===== src/rtl/dbpsk_pkg.sv =====
// Shared definitions for the DBPSK receive path and the modulator-side framer.
package dbpsk_pkg;

  // Receiver frame state.
  typedef enum logic [1:0] {
    ST_IDLE = 2'd0,
    ST_HUNT = 2'd1,
    ST_DATA = 2'd2
  } state_t;

  localparam int          DEFAULT_OVERSAMPLE  = 8;
  localparam logic [15:0] DEFAULT_SYNC_WORD   = 16'hD391;
  localparam int          DEFAULT_FRAME_BYTES = 4;

endpackage


===== src/rtl/dbpsk_demodulator_if.sv =====
// Output bundle of the DBPSK demodulator: decoded byte stream plus status.
//
// Handshake: valid-only, no back-pressure. output_data is meaningful in the
// single cycle output_valid is high and holds its value afterwards. The sink
// must accept every pulse; sync_found and frame_done are one-cycle events,
// frame_done always coincides with the last byte's output_valid.
interface dbpsk_demodulator_if;
  import dbpsk_pkg::*;

  logic [7:0] output_data;
  logic       output_valid;
  logic       sync_found;
  logic       frame_done;
  logic       busy;
  state_t     dbg_state;

  modport master (
    output output_data, output_valid, sync_found, frame_done, busy, dbg_state
  );

  modport slave (
    input output_data, output_valid, sync_found, frame_done, busy, dbg_state
  );

endinterface


===== src/rtl/dbpsk_symbol_timing.sv =====
// Edge-locked symbol timing recovery: samples each symbol half a symbol after
// the most recent line transition, free-running between transitions.
module dbpsk_symbol_timing #(
  parameter int OVERSAMPLE = 8
) (
  input  logic clock,
  input  logic reset,
  input  logic sample_en,
  input  logic input_dbpsk,
  output logic sym_strobe,
  output logic sym_value
);

  localparam int             PW           = $clog2(OVERSAMPLE);
  localparam logic [PW-1:0]  STROBE_PHASE = PW'(OVERSAMPLE / 2 - 1);
  localparam logic [PW-1:0]  PHASE_LAST   = PW'(OVERSAMPLE - 1);

  logic          last_sample_q;
  logic [PW-1:0] phase_q;
  logic          edge_det;

  assign edge_det   = input_dbpsk ^ last_sample_q;
  // A transition in the strobe slot means the symbol is not yet stable.
  assign sym_strobe = sample_en & ~edge_det & (phase_q == STROBE_PHASE);
  assign sym_value  = input_dbpsk;

  // Track the previous sample and realign the phase counter on every edge.
  always_ff @(posedge clock) begin
    if (!reset) begin
      last_sample_q <= 1'b0;
      phase_q       <= '0;
    end else if (sample_en) begin
      last_sample_q <= input_dbpsk;
      if (edge_det || phase_q == PHASE_LAST) begin
        phase_q <= '0;
      end else begin
        phase_q <= phase_q + 1'b1;
      end
    end
  end

endmodule


===== src/rtl/dbpsk_demodulator.sv =====
// DBPSK receiver: symbol timing, differential decode, sync hunt and
// fixed-length byte framing.
module dbpsk_demodulator
  import dbpsk_pkg::*;
#(
  parameter int          OVERSAMPLE  = DEFAULT_OVERSAMPLE,
  parameter logic [15:0] SYNC_WORD   = DEFAULT_SYNC_WORD,
  parameter int          FRAME_BYTES = DEFAULT_FRAME_BYTES
) (
  input  logic                clock,
  input  logic                reset,
  input  logic                sample_en,
  input  logic                input_dbpsk,
  dbpsk_demodulator_if.master out_if
);

  localparam int            IW        = $clog2(OVERSAMPLE);
  localparam logic [IW-1:0] IDLE_LAST = IW'(OVERSAMPLE - 1);
  localparam logic [7:0]    LAST_BYTE = 8'(FRAME_BYTES - 1);

  state_t        state_q, state_d;
  logic [IW-1:0] idle_cnt_q, idle_cnt_d;
  logic          prev_sym_q, prev_sym_d;
  logic [15:0]   sreg_q, sreg_d;
  logic [7:0]    byte_q, byte_d;
  logic [2:0]    bit_cnt_q, bit_cnt_d;
  logic [7:0]    byte_cnt_q, byte_cnt_d;
  logic [7:0]    data_q, data_d;
  logic          valid_q, valid_d;
  logic          sync_q, sync_d;
  logic          done_q, done_d;

  logic          sym_strobe;
  logic          sym_value;
  logic          dec_bit;
  logic [15:0]   sreg_shift;
  logic [7:0]    byte_shift;

  dbpsk_symbol_timing #(
    .OVERSAMPLE (OVERSAMPLE)
  ) u_timing (
    .clock       (clock),
    .reset       (reset),
    .sample_en   (sample_en),
    .input_dbpsk (input_dbpsk),
    .sym_strobe  (sym_strobe),
    .sym_value   (sym_value)
  );

  assign dec_bit    = sym_value ^ prev_sym_q;
  assign sreg_shift = {sreg_q[14:0], dec_bit};
  assign byte_shift = {byte_q[6:0], dec_bit};

  // Next-state and datapath updates; pulses default low so they last one cycle.
  always_comb begin
    state_d    = state_q;
    idle_cnt_d = idle_cnt_q;
    prev_sym_d = prev_sym_q;
    sreg_d     = sreg_q;
    byte_d     = byte_q;
    bit_cnt_d  = bit_cnt_q;
    byte_cnt_d = byte_cnt_q;
    data_d     = data_q;
    valid_d    = 1'b0;
    sync_d     = 1'b0;
    done_d     = 1'b0;
    if (sample_en) begin
      case (state_q)
        ST_IDLE: begin
          if (input_dbpsk) begin
            idle_cnt_d = '0;
          end else if (idle_cnt_q == IDLE_LAST) begin
            idle_cnt_d = '0;
            prev_sym_d = 1'b0;
            sreg_d     = '0;
            state_d    = ST_HUNT;
          end else begin
            idle_cnt_d = idle_cnt_q + 1'b1;
          end
        end
        ST_HUNT: begin
          if (sym_strobe) begin
            prev_sym_d = sym_value;
            sreg_d     = sreg_shift;
            if (sreg_shift == SYNC_WORD) begin
              sync_d     = 1'b1;
              bit_cnt_d  = '0;
              byte_cnt_d = '0;
              state_d    = ST_DATA;
            end
          end
        end
        ST_DATA: begin
          if (sym_strobe) begin
            prev_sym_d = sym_value;
            byte_d     = byte_shift;
            bit_cnt_d  = bit_cnt_q + 1'b1;
            if (bit_cnt_q == 3'd7) begin
              data_d     = byte_shift;
              valid_d    = 1'b1;
              bit_cnt_d  = '0;
              byte_cnt_d = byte_cnt_q + 1'b1;
              if (byte_cnt_q == LAST_BYTE) begin
                done_d     = 1'b1;
                idle_cnt_d = '0;
                state_d    = ST_IDLE;
              end
            end
          end
        end
        default: state_d = ST_IDLE;
      endcase
    end
  end

  // State and datapath registers with synchronous active-low reset.
  always_ff @(posedge clock) begin
    if (!reset) begin
      state_q    <= ST_IDLE;
      idle_cnt_q <= '0;
      prev_sym_q <= 1'b0;
      sreg_q     <= '0;
      byte_q     <= '0;
      bit_cnt_q  <= '0;
      byte_cnt_q <= '0;
      data_q     <= '0;
      valid_q    <= 1'b0;
      sync_q     <= 1'b0;
      done_q     <= 1'b0;
    end else begin
      state_q    <= state_d;
      idle_cnt_q <= idle_cnt_d;
      prev_sym_q <= prev_sym_d;
      sreg_q     <= sreg_d;
      byte_q     <= byte_d;
      bit_cnt_q  <= bit_cnt_d;
      byte_cnt_q <= byte_cnt_d;
      data_q     <= data_d;
      valid_q    <= valid_d;
      sync_q     <= sync_d;
      done_q     <= done_d;
    end
  end

  assign out_if.output_data  = data_q;
  assign out_if.output_valid = valid_q;
  assign out_if.sync_found   = sync_q;
  assign out_if.frame_done   = done_q;
  assign out_if.busy         = (state_q != ST_IDLE);
  assign out_if.dbg_state    = state_q;

endmodule


===== src/flat_wrapper.sv =====
// flat-port wrapper written by rule: the top's interface ports become plain ports
module dbpsk_demodulator_flat import dbpsk_pkg::*;
#(
  parameter int          OVERSAMPLE  = DEFAULT_OVERSAMPLE,
  parameter logic [15:0] SYNC_WORD   = DEFAULT_SYNC_WORD,
  parameter int          FRAME_BYTES = DEFAULT_FRAME_BYTES
)
  (clock, reset, sample_en, input_dbpsk, out_if_output_data, out_if_output_valid, out_if_sync_found, out_if_frame_done, out_if_busy, out_if_dbg_state);
  dbpsk_demodulator_if out_if_i ();
  input  logic clock;
  input  logic reset;
  input  logic sample_en;
  input  logic input_dbpsk;
  output wire logic [$bits(out_if_i.output_data)-1:0] out_if_output_data;
  output wire logic [$bits(out_if_i.output_valid)-1:0] out_if_output_valid;
  output wire logic [$bits(out_if_i.sync_found)-1:0] out_if_sync_found;
  output wire logic [$bits(out_if_i.frame_done)-1:0] out_if_frame_done;
  output wire logic [$bits(out_if_i.busy)-1:0] out_if_busy;
  output wire logic [$bits(out_if_i.dbg_state)-1:0] out_if_dbg_state;
  assign out_if_output_data = out_if_i.output_data;
  assign out_if_output_valid = out_if_i.output_valid;
  assign out_if_sync_found = out_if_i.sync_found;
  assign out_if_frame_done = out_if_i.frame_done;
  assign out_if_busy = out_if_i.busy;
  assign out_if_dbg_state = out_if_i.dbg_state;
  dbpsk_demodulator #(.OVERSAMPLE(OVERSAMPLE), .SYNC_WORD(SYNC_WORD), .FRAME_BYTES(FRAME_BYTES)) u_core (.clock(clock), .reset(reset), .sample_en(sample_en), .input_dbpsk(input_dbpsk), .out_if(out_if_i));
endmodule

===== config.mk =====
export PLATFORM = sky130hd
export DESIGN_NAME = dbpsk_demodulator_flat
export DESIGN_NICKNAME = d
export VERILOG_FILES = /design/src/rtl/dbpsk_pkg.sv /design/src/rtl/dbpsk_demodulator_if.sv /design/src/rtl/dbpsk_symbol_timing.sv /design/src/rtl/dbpsk_demodulator.sv /design/src/flat_wrapper.sv
export SDC_FILE = /design/constraint.sdc
export NUM_CORES = 1
export LEC_CHECK = 0
export CAP_MARGIN = 10
export CELL_PAD_IN_SITES_DETAIL_PLACEMENT = 0
export CELL_PAD_IN_SITES_GLOBAL_PLACEMENT = 1
export CORE_MARGIN = 4
export CORE_UTILIZATION = 45
export CTS_BUF_LIST = sky130_fd_sc_hd__clkbuf_16
export DETAILED_ROUTE_END_ITERATION = 10
export PLACE_DENSITY_LB_ADDON = 0.1
export SYNTH_ARGS = -nofsm -noshare
export SYNTH_HDL_FRONTEND = slang
export SYNTH_SLANG_ARGS = --single-unit

===== constraint.sdc =====
create_clock -name clock -period 6.6 [get_ports clock]
set_clock_uncertainty 0.2 [all_clocks]
set_input_delay 1.65 -clock clock [delete_from_list [all_inputs] [get_ports clock]]
set_output_delay 1.65 -clock clock [all_outputs]
set_load 0.02 [all_outputs]

==> impl_metrics.env, run 1 <==
export IMPL_vdd_drop_max_mv=0.147
export IMPL_start_util_pct=46.7
export IMPL_sw_frac_of_total_pct=20.4
export IMPL_holdWs_ns=0.269
export IMPL_design_core_area_um2=5540
export IMPL_multi_input_area_um2=1410
export IMPL_htree_levels=2
export IMPL_grt_pass1_wl_um=8980
export IMPL_finalPower_mw=0.643
export IMPL_status="finished, final reports clean"
export IMPL_path_cells="clkdlybuf4s50_1 > and2_1 > a31oi_1 > buf_4 > nor2_1 > nand3_1 > a21oi_1"
export IMPL_place_ws_ns=2.15
export IMPL_dpl_cell_count=372
export IMPL_drt_pass1_iterations=4
export IMPL_slowest_delay_ns=0.87
export IMPL_worstSkewPairLatency_ns=0.29
export IMPL_cts_tree="built"
export IMPL_p_per_area_nw_per_um2=215
export IMPL_fin_area_um2=2990
export IMPL_routed_via_density=5.44
export IMPL_tns_ns=0
export IMPL_critPathTopFamily="simple AND/OR/NAND/NOR gates"
export IMPL_hold_viol=0
export IMPL_critPathKind="input pin to flop"
export IMPL_met2_usage_pct=22.7
export IMPL_gr_usage_met1_pct=22.2
export IMPL_cts_resized=0
export IMPL_cp_num_buf_inv=2
export IMPL_p_int_mw=0.512
export IMPL_drive_gt1_share_pct=7.14
export IMPL_seq_area_um2=1080
export IMPL_overflow=0
export IMPL_drv_slew=0
export IMPL_fin_crit_sh_pct=63.2
export IMPL_hpwl_um=3640
export IMPL_maxCapViolCount=0
export IMPL_required_ns=6.62
export IMPL_yosys_area_top_type="dfxtp_1"
export IMPL_grt_pass1_vias=1929
export IMPL_avgSynthCellArea_um2=8.81
export IMPL_timing_final_ws_setup_ns=2.43
export IMPL_min_period_ns=4.17
export IMPL_grt_use_met3_pct=2.76
export IMPL_nFillCells=524
export IMPL_synth_enable_flop_cells=0
export IMPL_ioPinCount=18
export IMPL_clkTransAtPathRegs_ns=0.07
export IMPL_worstMarginPinSlew_ns=0.965
export IMPL_syn_cell_area_um2=2590
export IMPL_setup_violations=0
export IMPL_grt_max_degree=38
export IMPL_drc=0
export IMPL_gp_congestion=0.772
export IMPL_cts_root_buf="clkbuf_16"
export IMPL_antennaDiodeCount=0
export IMPL_antenna_found_initial=0
export IMPL_cts_setup_buffers=0
export IMPL_max_slew_margin_pct=35.4
export IMPL_nets=323
export IMPL_synth_main_ff_cell="dfxtp_1"
export IMPL_cp_max_fo=17
export IMPL_switching_power_mw=0.131
export IMPL_cp_data_arrival_time_ns=4.19
export IMPL_synthArstFlopShare_pct=0
export IMPL_power_leakage_nw=1.12
export IMPL_cts_made_buffers=5
export IMPL_clkPwrFrac_pct=45.6
export IMPL_synth_top_area_share_pct=41.8
export IMPL_ys_types=50
export IMPL_seq_area_frac_synth_pct=41.8
export IMPL_cp_end_kind="flop"
export IMPL_syn_inst=294
export IMPL_wire_per_inst_um=14.0
export IMPL_dpl_cell_area_um2=2820
export IMPL_instances_no_fill=380
export IMPL_portBuffers=17
export IMPL_cts_sinks=54
export IMPL_combPwrFrac_pct=3.3
export IMPL_drt_iter0_drc=129
export IMPL_fmax_mhz=240
export IMPL_rows=27
export IMPL_busiest_layer="met2"
export IMPL_cts_hold_buffers=0
export IMPL_grt_setup_unrepaired="no"
export IMPL_synth_area_leaders="dfxtp_1 (42%), mux2i_1 (8.9%), ha_1 (5.8%)"
export IMPL_die_area_um2=7030
export IMPL_die_x_um=83.8
export IMPL_antenna_left=0
export IMPL_syn_to_final_growth_pct=15.3
export IMPL_yosysMostFrequentCell="dfxtp_1"
export IMPL_wirelength_um=5320
export IMPL_yosys_warnings=0
export IMPL_synth_seq_cells=54
export IMPL_num_vias=2068
export IMPL_synth_net_count=310
export IMPL_synth_commonest_cells="dfxtp_1 (54), nor2_1 (30), nand2_1 (29)"
export IMPL_p_seq_share_pct=51.1
export IMPL_final_util_pct=53.9
export IMPL_worst_path_max_delay_cell="clkdlybuf4s50_1"
export IMPL_cts_max_path_buffers=2
export IMPL_die_h_um=83.8
export IMPL_start_kind="input pin"
export IMPL_min_path_type="flop to flop"
export IMPL_track_usage_pct=15.4
layout make-up:
type / instances / share of cell area, %
well taps: 72 / 3.02
flip-flops and latches: 54 / 36.2
clock buffers: 5 / 4.19
clock inverters: 3 / 1.38
inverters: 11 / 1.38
repair buffers: 21 / 6.71
multi-input cells: 214 / 47.1
final timing paths:
kind	start	to	slack [ns]	cells past startpoint
worst min register to register	u_core.bit_cnt_q[1]$_SDFFE_PN0P_	u_core.bit_cnt_q[1]$_SDFFE_PN0P_	0.27	2
worst max-delay path	sample_en	u_core.sreg_q[12]$_SDFFE_PN0P_	2.43	7
worst min-delay path	u_core.bit_cnt_q[1]$_SDFFE_PN0P_	u_core.bit_cnt_q[1]$_SDFFE_PN0P_	0.27	2
worst max register to register	u_core.out_if.dbg_state[1]$_SDFFE_PN0P_	u_core.sreg_q[12]$_SDFFE_PN0P_	3.76	7
placed cells by master (no fill, tap or decap), drive strengths merged, types with 2 or more instances in the layout:
master	Yosys	layout
inv	11	12
a41o	2	2
and2	2	2
clkbuf	11	5
nand4	4	4
nor2	30	30
a41oi	3	3
clkdlybuf4s50	0	17
or3	2	2
mux2i	23	23
o22a	2	2
o21ai	24	24
nand4b	2	2
o31ai	2	2
nor4	3	3
a31oi	2	2
nand3	27	27
nor3	2	2
nand3b	2	2
nand2	29	29
a21oi	17	17
dfxtp	54	54
xor2	2	2
ha	12	12
nor2b	4	4
buf	4	4
cells by family after synthesis:
kind of cell / after synthesis / share of synthesized area [%]
and+or+nand+nor: 114 / 22.4
AOI/OAI and AO/OA: 61 / 15.2
DFF: 54 / 41.8
buffers and inverters: 26 / 3.91
muxes: 24 / 9.33
adders and majority gates: 12 / 5.80
xor gates and xnor gates: 3 / 1.59
metal layers:
| layer | routed length [µm] | share of wire [%] |
|---|---|---|
| met5 | 0 | 0 |
| met4 | 74 | 1.4 |
| met3 | 155 | 2.9 |
| met2 | 2350 | 44 |
| met1 | 2740 | 52 |
worst register-to-register path, stage by stage (launching register included):
cell,delay [ns]
dfxtp_1,0.34
inv_1,0.10
ha_1,0.66
a31oi_1,0.16
buf_4,0.22
nor2_1,0.74
nand3_1,0.16
a21oi_1,0.18
flip-flops by register name (all words and copies together) (netlist names):
signal,flops
u_core.bit_cnt_q,3
u_core.byte_cnt_q,8
u_core.byte_q,7
u_core.idle_cnt_q,3
u_core.out_if.dbg_state,2
u_core.out_if.frame_done,1
u_core.out_if.output_data,8
u_core.out_if.output_valid,1
u_core.out_if.sync_found,1
u_core.prev_sym_q,1
u_core.sreg_q,15
u_core.u_timing.last_sample_q,1
u_core.u_timing.phase_q,3
power groups by stage:
stage               sequential [mW]  clock [mW]  combinational, mW
floorplan                     0.336           0             0.0163
global placement              0.336           0             0.0215
detailed placement            0.336           0             0.0215
CTS                           0.328       0.300             0.0216
global route                  0.328       0.310             0.0237
finish                        0.328       0.293             0.0211
Power figures use the tool's default switching activity.
==> run 2: changes to the inputs <==
- CORE_UTILIZATION: 45 -> 40
- clock period: 6.6 -> 3.54 ns (I/O delays scaled with it)
==> impl_metrics.env, run 2 (synthesized netlist as in run 1, its figures left out) <==
export IMPL_drc=0
export IMPL_status="finished, final reports clean"
export IMPL_htree_levels=2
export IMPL_cp_end_kind="output port"
export IMPL_grt_max_degree=33
export IMPL_setup_violations=0
export IMPL_slowest_delay_ns=0.60
export IMPL_worst_path_stages=4
export IMPL_die_x_um=88.4
export IMPL_mostFrequentLayoutCells="dfxtp_1 (54), nor2_1 (30), nand2_1 (29)"
export IMPL_grt_setup_unrepaired="no"
export IMPL_cts_hold_buffers=0
export IMPL_required_ns=2.45
export IMPL_critPathMostFrequentCell="inv_1"
export IMPL_cts_tree="built"
export IMPL_cts_made_buffers=5
export IMPL_min_delay_start="u_core.idle_cnt_q[1]$_SDFFE_PN0P_"
export IMPL_drv_slew=0
export IMPL_largest_register_ff_count=15
export IMPL_path_cells="inv_1 > ha_1 > inv_1 > clkdlybuf4s50_1"
export IMPL_cts_sinks=54
export IMPL_design_core_area_um2=6310
export IMPL_p_per_area_nw_per_um2=401
export IMPL_min_period_ns=2.83
export IMPL_die_area_um2=7820
export IMPL_hold_depth=2
export IMPL_wire_per_inst_um=14.9
export IMPL_top_register="u_core.sreg_q"
export IMPL_track_usage_pct=16.2
export IMPL_rr_startpoint="u_core.out_if.dbg_state[1]$_SDFFE_PN0P_"
export IMPL_worstMarginPinSlew_ns=0.823
export IMPL_power_leakage_nw=1.14
export IMPL_fmax_mhz=353
export IMPL_routed_via_density=5.46
export IMPL_antenna_left=0
export IMPL_start_util_pct=41.0
export IMPL_num_vias=2129
export IMPL_nets=328
export IMPL_worstSkewPairLatency_ns=0.29
export IMPL_drt_iter0_drc=106
export IMPL_critPathTopFamily="buffers and inverters"
export IMPL_cts_max_path_buffers=2
export IMPL_grt_pass1_vias=2028
export IMPL_wirelength_um=5800
export IMPL_die_h_um=88.4
export IMPL_crit_start="u_core.out_if.dbg_state[0]$_SDFFE_PN0P_"
export IMPL_antenna_found_initial=0
export IMPL_finalPower_mw=1.22
export IMPL_ioPinCount=18
export IMPL_drive_gt1_share_pct=8.63
export IMPL_cp_data_arrival_time_ns=1.74
export IMPL_critPathKind="flop to output port"
export IMPL_hold_viol=0
export IMPL_hpwl_um=4090
export IMPL_max_slew_margin_pct=45.2
export IMPL_cts_setup_buffers=0
export IMPL_overflow=0
export IMPL_vdd_drop_max_mv=0.235
export IMPL_maxCapViolCount=0
export IMPL_cts_resized=0
export IMPL_start_kind="flop"
export IMPL_tns_ns=0
export IMPL_syn_to_final_growth_pct=17.1
export IMPL_mostFrequentLayoutCell="dfxtp_1"
export IMPL_ff2ff_path_depth=6
export IMPL_cp_max_fo=4
export IMPL_cts_root_buf="clkbuf_16"
export IMPL_gp_congestion=0.818
export IMPL_antennaDiodeCount=0
export IMPL_drt_pass1_iterations=4
export IMPL_rows=29
export IMPL_min_path_type="flop to flop"
export IMPL_portBuffers=17
export IMPL_grt_pass1_wl_um=10000
export IMPL_clkTransAtPathRegs_ns=0.07
export IMPL_fin_crit_sh_pct=79.9
export IMPL_worst_path_max_delay_cell="clkdlybuf4s50_1"
export IMPL_cp_num_buf_inv=3
run 2: changes by cell type in the layout (fill, tap and decap cells not counted), sizes merged:
cell	before	now
buf	4	9
clkinv	0	1
clkinvlp	1	0
run 2: cell type report:
class | count | area [µm²]
Fill cell | 639 | 3280
Inverter | 11 | 41.3
Timing Repair Buffer | 26 | 238
Multi-Input combinational cell | 214 | 1410
Sequential cell | 54 | 1080
Clock buffer | 5 | 125
Clock inverter | 3 | 42.5
Tap cell | 77 | 96.3
run 2: tightest hold or removal path, stage by stage (launching register included):
cell     delay [ns]
dfxtp_1        0.31
nand2_1        0.05
mux2i_1        0.06
run 2: path summary, 6_finish.rpt:
kind                                                           to  slack, ns
worst max-delay path                                  out_if_busy       0.71
worst min-delay path            u_core.idle_cnt_q[1]$_SDFFE_PN0P_       0.27
worst max register to register  u_core.byte_cnt_q[6]$_SDFFE_PN0P_       1.10
worst min register to register  u_core.idle_cnt_q[1]$_SDFFE_PN0P_       0.27
run 2: metal layers:
metal  GRT usage (%)  wire, µm  vias to the layer above
met5               0         0                        -
met4            6.32       106                        0
met3            2.51       134                        9
met2            24.7      2670                       28
met1            23.0      2890                     1011
li1                -         -                     1081
run 2: through the flow:
step                      cell area [µm²]  hold slack, ns  utilization, %  setup slack (ns)  cells
final                                3030           0.268            48.0             0.710    390
after global placement               2860           0.251            45.3             0.474    382
after detailed placement             2860           0.260            45.3             0.436    382
after floorplan                      2590           0.242               -             0.898    294
after global routing                 3030           0.299            48.0             0.555    390
after CTS                            3030           0.276            48.0             0.693    390
run 2: report_power, final:
part | switching [mW] | leakage, nW | total [mW] | internal (mW)
Combinational | 0.0282 | 0.627 | 0.0435 | 0.0152
Sequential | 0.00224 | 0.435 | 0.612 | 0.610
Clock | 0.226 | 0.0818 | 0.560 | 0.334
